**src/rtl/umips_pkg.sv**
```systemverilog
// Shared definitions for the umips pipeline control blocks: forwarding
// select encodings and register address width.
package umips_pkg;

  localparam int REG_AW = 5;

  localparam logic [1:0] FWD_RF  = 2'd0;
  localparam logic [1:0] FWD_WB  = 2'd1;
  localparam logic [1:0] FWD_MEM = 2'd2;

endpackage : umips_pkg

```
**src/rtl/umips_muldiv_timer.sv**
```systemverilog
// HI/LO unit occupancy timer: loads MUL_CYCLES or DIV_CYCLES on a start
// pulse and counts down to idle; busy while the count is non-zero.
module umips_muldiv_timer #(
  parameter int MUL_CYCLES = 4,
  parameter int DIV_CYCLES = 32
) (
  input  logic clk,
  input  logic rst_n,
  input  logic i_start,
  input  logic i_is_div,
  output logic o_busy
);

  localparam int CW = $clog2(DIV_CYCLES + 1);

  logic [CW-1:0] r_cnt;

  // Countdown with reload; a start while busy simply reloads.
  always_ff @(posedge clk) begin
    if (!rst_n) begin
      r_cnt <= {CW{1'b0}};
    end else if (i_start) begin
      r_cnt <= i_is_div ? CW'(DIV_CYCLES) : CW'(MUL_CYCLES);
    end else if (r_cnt != {CW{1'b0}}) begin
      r_cnt <= r_cnt - CW'(1);
    end else begin
      r_cnt <= r_cnt;
    end
  end

  assign o_busy = (r_cnt != {CW{1'b0}});

endmodule : umips_muldiv_timer

```
**src/rtl/umips_hazard_unit.sv**
```systemverilog
// Hazard/forwarding controller for the 5-stage umips core.
// Optional stall-cycle performance counter: define UMIPS_HAZ_PERF_CNT_EN.
module umips_hazard_unit
  import umips_pkg::*;
#(
  parameter int MUL_CYCLES = 4,
  parameter int DIV_CYCLES = 32
) (
  input  logic              clk,
  input  logic              rst_n,
  input  logic [REG_AW-1:0] id_rs,
  input  logic [REG_AW-1:0] id_rt,
  input  logic              id_uses_rs,
  input  logic              id_uses_rt,
  input  logic              id_hilo_read,
  input  logic              id_muldiv,
  input  logic [REG_AW-1:0] ex_rd,
  input  logic              ex_regwrite,
  input  logic              ex_memtoreg,
  input  logic              ex_muldiv_start,
  input  logic              ex_is_div,
  input  logic              ex_branch_taken,
  input  logic [REG_AW-1:0] mem_rd,
  input  logic              mem_regwrite,
  output logic              pc_en,
  output logic              ifid_en,
  output logic              ifid_flush,
  output logic              idex_flush,
  output logic [1:0]        ex_fwd_a,
  output logic [1:0]        ex_fwd_b,
  output logic              muldiv_busy,
  output logic [31:0]       stall_cycles
);

  // The EX producer is newer than the MEM producer, so it wins; $0 never forwards.
  function automatic logic [1:0] fwd_sel(
    input logic [REG_AW-1:0] src,
    input logic              uses,
    input logic [REG_AW-1:0] exr,
    input logic              exw,
    input logic [REG_AW-1:0] memr,
    input logic              memw
  );
    logic [1:0] sel;
    sel = FWD_RF;
    if (uses && exw && (exr != {REG_AW{1'b0}}) && (exr == src)) begin
      sel = FWD_MEM;
    end else if (uses && memw && (memr != {REG_AW{1'b0}}) && (memr == src)) begin
      sel = FWD_WB;
    end else begin
      sel = FWD_RF;
    end
    return sel;
  endfunction

  logic       w_busy;
  logic       w_load_use;
  logic       w_hilo_stall;
  logic       w_stall;
  logic       w_idex_flush;
  logic [1:0] w_fwd_a_next;
  logic [1:0] w_fwd_b_next;
  logic [1:0] r_fwd_a;
  logic [1:0] r_fwd_b;

  umips_muldiv_timer #(
    .MUL_CYCLES(MUL_CYCLES),
    .DIV_CYCLES(DIV_CYCLES)
  ) u_timer (
    .clk     (clk),
    .rst_n   (rst_n),
    .i_start (ex_muldiv_start),
    .i_is_div(ex_is_div),
    .o_busy  (w_busy)
  );

  // Stall detection and forward-select computation for the ID instruction.
  always_comb begin
    w_load_use   = 1'b0;
    w_hilo_stall = 1'b0;
    w_fwd_a_next = FWD_RF;
    w_fwd_b_next = FWD_RF;
    w_load_use   = ex_memtoreg && ex_regwrite && (ex_rd != {REG_AW{1'b0}}) &&
                   ((id_uses_rs && (ex_rd == id_rs)) || (id_uses_rt && (ex_rd == id_rt)));
    w_hilo_stall = (id_hilo_read || id_muldiv) && (w_busy || ex_muldiv_start);
    w_fwd_a_next = fwd_sel(id_rs, id_uses_rs, ex_rd, ex_regwrite, mem_rd, mem_regwrite);
    w_fwd_b_next = fwd_sel(id_rt, id_uses_rt, ex_rd, ex_regwrite, mem_rd, mem_regwrite);
  end

  assign w_stall      = w_load_use || w_hilo_stall;
  assign w_idex_flush = ex_branch_taken || w_stall;

  // Forward selects travel with the ID/EX register; a bubble carries no forwarding.
  always_ff @(posedge clk) begin
    if (!rst_n) begin
      r_fwd_a <= FWD_RF;
      r_fwd_b <= FWD_RF;
    end else if (w_idex_flush) begin
      r_fwd_a <= FWD_RF;
      r_fwd_b <= FWD_RF;
    end else begin
      r_fwd_a <= w_fwd_a_next;
      r_fwd_b <= w_fwd_b_next;
    end
  end

`ifdef UMIPS_HAZ_PERF_CNT_EN
  logic [31:0] r_stall_cycles;

  // Saturating count of cycles lost to stalls not superseded by a branch.
  always_ff @(posedge clk) begin
    if (!rst_n) begin
      r_stall_cycles <= 32'd0;
    end else if (w_stall && !ex_branch_taken && (r_stall_cycles != 32'hFFFF_FFFF)) begin
      r_stall_cycles <= r_stall_cycles + 32'd1;
    end else begin
      r_stall_cycles <= r_stall_cycles;
    end
  end

  assign stall_cycles = r_stall_cycles;
`else
  assign stall_cycles = 32'd0;
`endif

  assign pc_en       = !w_stall || ex_branch_taken;
  assign ifid_en     = !w_stall || ex_branch_taken;
  assign ifid_flush  = ex_branch_taken;
  assign idex_flush  = w_idex_flush;
  assign ex_fwd_a    = r_fwd_a;
  assign ex_fwd_b    = r_fwd_b;
  assign muldiv_busy = w_busy;

endmodule : umips_hazard_unit

```
**config.mk**
```make
export PLATFORM = sky130hd
export DESIGN_NAME = umips_hazard_unit
export DESIGN_NICKNAME = d
export VERILOG_FILES = /design/src/rtl/umips_pkg.sv /design/src/rtl/umips_muldiv_timer.sv /design/src/rtl/umips_hazard_unit.sv
export SDC_FILE = /design/constraint.sdc
export NUM_CORES = 1
export LEC_CHECK = 0
export CAP_MARGIN = 20
export CORE_AREA = 3 3 55 57
export CTS_CLUSTER_SIZE = 40
export DETAILED_ROUTE_END_ITERATION = 6
export DIE_AREA = 0 0 58 60
export DONT_BUFFER_PORTS = 1
export PLACE_DENSITY = 0.55
export REMOVE_ABC_BUFFERS = 1
export SYNTH_ARGS = -nofsm -noshare
export SYNTH_HDL_FRONTEND = slang
export SYNTH_SLANG_ARGS = --single-unit
```
**constraint.sdc**
```tcl
create_clock -name clk -period 1.6 [get_ports clk]
set_input_delay 0.08 -clock clk [delete_from_list [all_inputs] [get_ports clk]]
set_output_delay 0.08 -clock clk [all_outputs]
set_load 0.05 [all_outputs]
```
==> results.md, run 1 <==
- Status: finished clean
- Initial antenna violation count: 0
- Synth warn: 0
- Final WL: approximately 2.2 mm
- Top-area cell type share of the netlist area: 26.0%
- Vias: around 760
- Largest stage delay, worst path: 0.36 ns
- Drt pass-1 iters: 4
- Layout area overhead: 6.50%
- Post-Syn Area: ~980 um2
- Seq cells post-synth: 10
- Clk buf depth: 2
- Vias per cell: around 4.7
- Fin crit share: a little over nine tenths
- Clk Latency, worst-skew pair: 0.27 ns
- Register area share after synthesis: between 20% and 30%
- Post-synth EDFFs: 0
- Met3 track demand over resource: approximately 4.8%
- Leakage: roughly 0.00045 uW
- Dominant synthesized flop cell: dfxtp_1
- Met2 usage: 23.9%
- Power Density: 1180 nW/um2
- Worst IR Drop VDD: 0.000808 V
- Share of post-route cells with drive strength above 1: 14.5%
- Min Tclk post-route: ~1.6 ns
- Ant diodes: 0
- Largest net degree at the start of global routing: 7
- Worst path arrival time: 1.48 ns
- Initial Util: 38.9%
- Final instance area: about 1000 um2
- Aggregate global routing overflow: 0
- Hpwl dp: approximately 1.8 mm
- Total core area: around 2500 um2
- Cell Chain, Critical Path: nor3_4 > a41oi_4 > nor2_2 > nand2b_1 > buf_12
- Worst Setup Start Kind: flip-flop
- Mean Syn Cell Area: slightly below 8 um2
- Layer with the highest usage: met2
- Cell area after placement: about 930 um2
- Vias in the first global route: 745
- DRT antenna net count: 0
- Slowest-stage cell, CP: dfxtp_2
- Clock tree sinks: 10
- H-tree Lvls: 1
- Delay-heaviest family, CP: simple AND/OR/NAND/NOR gates
- IO Pins: 73
- Cell count after synthesis: around 120
- Synth top area cells: buf_4 26%, dfxtp_1 20%, xor2_1 15%
- First-pass GRT wire length: around 3.2 mm
- Horiz. Die Dim: approximately 58 um
- Synth top cells by count: 34 x buf_4, 17 x xor2_1, 10 x dfxtp_1, 9 x nor2_1, 7 x xnor2_1
- Critical Path Sink Type: output port
- Min Hold Slack: between 0.007 and 0.008 ns
- Initial DRC Count: 23
- Req. time, crit path: roughly 1.5 ns
- FFs w/ async S/R, synth: 0%
- Full die area: 3480 um2
- Die H: ~60 um
- Hold Vio Cnt, Final: 0
- Final nets: ~170
- Max frequency: between 600 and 700 MHz
- RePlAce Congestion: between 0.7 and 0.8
- FP Rows: 18
- Buffers on Ports: 0
- TritonCTS clock tree: yes
- Root buffer cell: clkbuf_4
- WL/cell: roughly 13 um
- Top-count cell post-synth: buf_4
- Worst path bufs/invs: 1
- Hold WC Path Type: input port to flip-flop
- Max Clock Skew: between 0.01 and 0.015 ns
- Total CTS buffers: 3
- Final setup vio count: 0
- Top cell type by total area after synthesis: buf_4
- Remaining DRCs: 0
- All-Layer GR Usage: roughly an eighth
- Unrepaired setup endpoints after global routing: yes
- Critical Setup Path Class: flip-flop to output port
- Global Route met1 Usage: between 10 and 15%
- Yosys cell types: 28
- Max cap viols: 0
- Pins Over Slew Limit: 0
- Clock Pin Slew Worst Setup and Hold Paths: approximately 0.080 ns
- CP max FO: 4
==> repair_timing <==
action                                  in CTS  in global routing
pin swaps                                    2                  3
gates resized for setup                      3                  9
endpoints found under the setup margin       3                  5
buffers inserted                             0                  1
hold buffers                                 3                  0
endpoints found under the hold margin        6                  0
==> registers in the layout, indices dropped and copies added (netlist names) <==
name           count
u_timer.r_cnt      6
ex_fwd_b           2
ex_fwd_a           2
==> logic make-up after synthesis <==
logic type / Yosys count / share of synthesized area [%]
compound gates: 13 / 9.17
xor+xnor: 24 / 21.4
fa+ha+maj: 2 / 2.55
buf+inv: 41 / 28.8
flops: 10 / 20.4
other cells: 1 / 0.382
simple gates: 33 / 17.3
==> where the power goes <==
part | leakage (uW) | switching (uW) | internal [uW]
Combinational | 0.000345 | 459 | 231
Sequential | 0.0000826 | 29.1 | 282
Clock | 0.0000210 | 94.9 | 138
==> metal layers <==
| metal | wire (um) | share of wire, % | up-vias |
|---|---|---|---|
| met5 | 0 | 0 | - |
| met4 | 0 | 0 | 0 |
| met3 | 284 | 13 | 0 |
| met2 | 1220 | 56 | 57 |
| met1 | 658 | 30 | 347 |
| li1 | - | - | 360 |
==> layout by cell type (no fill, tap or decap), drive strengths merged <==
| cell | n |
|---|---|
| conb | 32 |
| xor2 | 17 |
| dfxtp | 10 |
| nor2 | 9 |
| xnor2 | 7 |
| inv | 6 |
| nand3 | 5 |
| nor4 | 4 |
| nand2 | 4 |
| nor3 | 4 |
| clkbuf | 4 |
| buf | 4 |
| a211oi | 3 |
| dlygate4sd3 | 3 |
| or4 | 2 |
| o21a | 2 |
| a21oi | 2 |
| o21ai | 2 |
| ha | 2 |
| and3 | 1 |
| a41oi | 1 |
| nand2b | 1 |
| o21bai | 1 |
| or3 | 1 |
| o31ai | 1 |
| and2 | 1 |
| nand4 | 1 |
| o2111ai | 1 |
==> stage by stage <==
stage | worst slack (ns) | total power (uW) | TNS, ns | utilization, % | std cells
after floorplan | -0.796 | 815 | -1.59 | - | 120
after global placement | 0.0841 | 916 | 0 | 36.8 | 153
after detailed placement | 0.0862 | 926 | 0 | 36.8 | 153
after CTS | -0.00914 | 1180 | -0.00914 | 39.8 | 160
after global routing | -0.0179 | 1310 | -0.0276 | 41.5 | 161
final | 0.0400 | 1230 | 0 | 41.5 | 161
==> worst paths after layout <==
path,from,endpoint,slack (ns),cells after the start
worst max-delay path,u_timer.r_cnt[2]$_SDFFE_PN0N_,idex_flush,0.04,5
worst min-delay path,mem_regwrite,ex_fwd_b[0]$_SDFF_PP0_,0.007,2
worst max register to register,u_timer.r_cnt[2]$_SDFFE_PN0N_,ex_fwd_a[0]$_SDFF_PP0_,0.22,5
worst min register to register,u_timer.r_cnt[1]$_SDFFE_PN0N_,u_timer.r_cnt[1]$_SDFFE_PN0N_,0.51,2
==> final cells by class <==
| class | instances | area (um2) |
|---|---|---|
| Inverter | 6 | 22.5 |
| Tap cell | 30 | 37.5 |
| Multi-Input combinational cell | 104 | 661 |
| Sequential cell | 10 | 204 |
| Clock buffer | 4 | 36.3 |
| Timing Repair Buffer | 7 | 85.1 |
| Fill cell | 264 | 1480 |
Note: power is estimated with default switching activity, not from simulation.
==> run 2, diff against run 1 <==
Clock period 1.6 ns to 1.7 ns, I/O delays scaled along.
==> run 2 against run 1 <==
Compared with the run above: core utilization down 1.9 points; final area down 4.5%; sequential cell count unchanged; die area unchanged.
==> results.md, run 2 (same netlist as run 1, synthesis figures left out) <==
- Status: finished clean
- Final instance area: 998 um2
- Top reg by flops: u_timer.r_cnt
- Cell area after placement: between 900 and 1000 um2
- Max frequency: approximately 640 MHz
- H-tree Lvls: 1
- Max cap viols: 0
- Hold WC Path Type: input port to flip-flop
- Full die area: about 3500 um2
- Initial Util: between 30% and 40%
- RePlAce Congestion: ~0.76
- Delay-heaviest family, CP: simple AND/OR/NAND/NOR gates
- Worst Setup Start Kind: flip-flop
- Critical Setup Path Class: flip-flop to output port
- Root buffer cell: clkbuf_4
- Final setup vio count: 0
- DRT antenna net count: 0
- Horiz. Die Dim: ~58 um
- Fin util: between 30% and 40%
- Clock tree sinks: 10
- Cell Chain, Critical Path: nor3_4 > a41oi_2 > nor2_2 > nand2b_1 > buf_4
- TritonCTS clock tree: yes
- Worst path arrival time: 1.48 ns
- Worst path bufs/invs: 1
- Slew of the pin with the lowest slew margin: slightly above 0.5 ns
- Largest stage delay, worst path: approximately 0.36 ns
- Hold Vio Cnt, Final: 0
- Final WL: 2.02 mm
- Die H: ~60 um
- Drt pass-1 iters: 3
- Leakage: between 0.0004 and 0.0005 uW
- Reg area: 200 um2
- Initial DRC Count: 31
- Vias: between 700 and 800
- Max FFs per register: 6
- Final nets: 165
- Layout area overhead: 1.66%
- Final-layout fill cell count: about 260
- First-pass GRT wire length: around 3.0 mm
- Initial antenna violation count: 0
- Vias per cell: 4.61
- Slew HR: between 60% and 70%
- Reg2Reg Launch Point: u_timer.r_cnt[2]$_SDFFE_PN0N_
- Hold path startpoint: mem_regwrite
- Min Tclk post-route: approximately 1.6 ns
- WL/cell: between 10 and 15 um
- IO Pins: 73
- Largest net degree at the start of global routing: 7
- Buffers on Ports: 0
- Multi-input gate area: ~640 um2
- Worst IR Drop VDD: between 0.0007 and 0.0008 V
- Total core area: between 2000 and 3000 um2
- Aggregate global routing overflow: 0
- Slowest-stage cell, CP: dfxtp_1
- Commonest non-fill, non-tap cell in the layout: conb_1
- CP max FO: 4
- Hpwl dp: ~1.8 mm
- Max Clock Skew: ~0.00078 ns
- Clk buf depth: 2
- Fin crit share: slightly above 90%
- Req. time, crit path: 1.62 ns
- Most frequent cells in the layout: 32 x conb_1, 17 x xor2_1, 10 x dfxtp_1, 8 x nor2_1, 7 x xnor2_1
- Critical Path Sink Type: output port
- Power Density: between 1000 and 1500 nW/um2
- Unrepaired setup endpoints after global routing: no
- Vias in the first global route: ~750
- Total CTS buffers: 3
- Clk Latency, worst-skew pair: 0.25 ns
- FP Rows: 18
- Remaining DRCs: 0
- Clock Pin Slew Worst Setup and Hold Paths: approximately 0.060 ns
- Setup crit start: u_timer.r_cnt[2]$_SDFFE_PN0N_
- All-Layer GR Usage: ~12%
- Share of post-route cells with drive strength above 1: under 10%
- Pins Over Slew Limit: 0
- Ant diodes: 0
## run 2: cell type report
type | instances | share of cell area (%)
clock buffers | 4 | 3.63
inverters | 6 | 2.26
multi-input cells | 104 | 63.8
flip-flops and latches | 10 | 20.1
well taps | 30 | 3.76
repair buffers | 6 | 6.52
## run 2: per-layer routing
| metal | share of wire [%] | up-vias | global-route usage, % | wire length (um) |
|---|---|---|---|---|
| met5 | 0 | - | 0 | 0 |
| met4 | 1.2 | 0 | 5.30 | 24 |
| met3 | 13 | 2 | 4.75 | 262 |
| met2 | 55 | 47 | 21.8 | 1110 |
| met1 | 31 | 328 | 10.7 | 620 |
| li1 | - | 361 | - | - |
## run 2: worst register-to-register path: stages, from the launching register on
cell,delay (ns)
dfxtp_1,0.36
nor3_4,0.24
a41oi_2,0.20
nor2_2,0.17
o2111ai_1,0.16
a211oi_1,0.20
## run 2: repair_timing
action                     4_1_cts  5_1_grt
setup buffers                    0        0
resized for setup                1        3
pin swaps                        0        1
hold buffers                     3        0
hold endpoints to repair         5        0
cloned                           0        0
setup endpoints to repair        1        2
## run 2: report_power, final
| group | total, uW | switching [uW] | internal [uW] |
|---|---|---|---|
| registers | 287 | 25.0 | 262 |
| clock network | 205 | 75.2 | 130 |
| logic | 597 | 412 | 185 |
## run 2: through the flow
stage                     setup WS, ns  hold slack, ns  total power, uW  instances  setup TNS [ns]
after floorplan                 -0.706           0.170              767        120           -1.41
after global placement           0.182           0.170              852        153               0
after detailed placement         0.162           0.170              860        153               0
after CTS                       0.0236          0.0115             1090        160               0
after global routing           0.00301          0.0173             1160        160               0
final                            0.133          0.0105             1090        160               0
## run 2: final timing paths
check	slack, ns	to	cells after the start
hold reg to reg	0.52	u_timer.r_cnt[1]$_SDFFE_PN0N_	2
setup / recovery	0.13	idex_flush	5
setup reg to reg	0.30	ex_fwd_b[0]$_SDFF_PP0_	5
hold / removal	0.01	ex_fwd_a[0]$_SDFF_PP0_	2
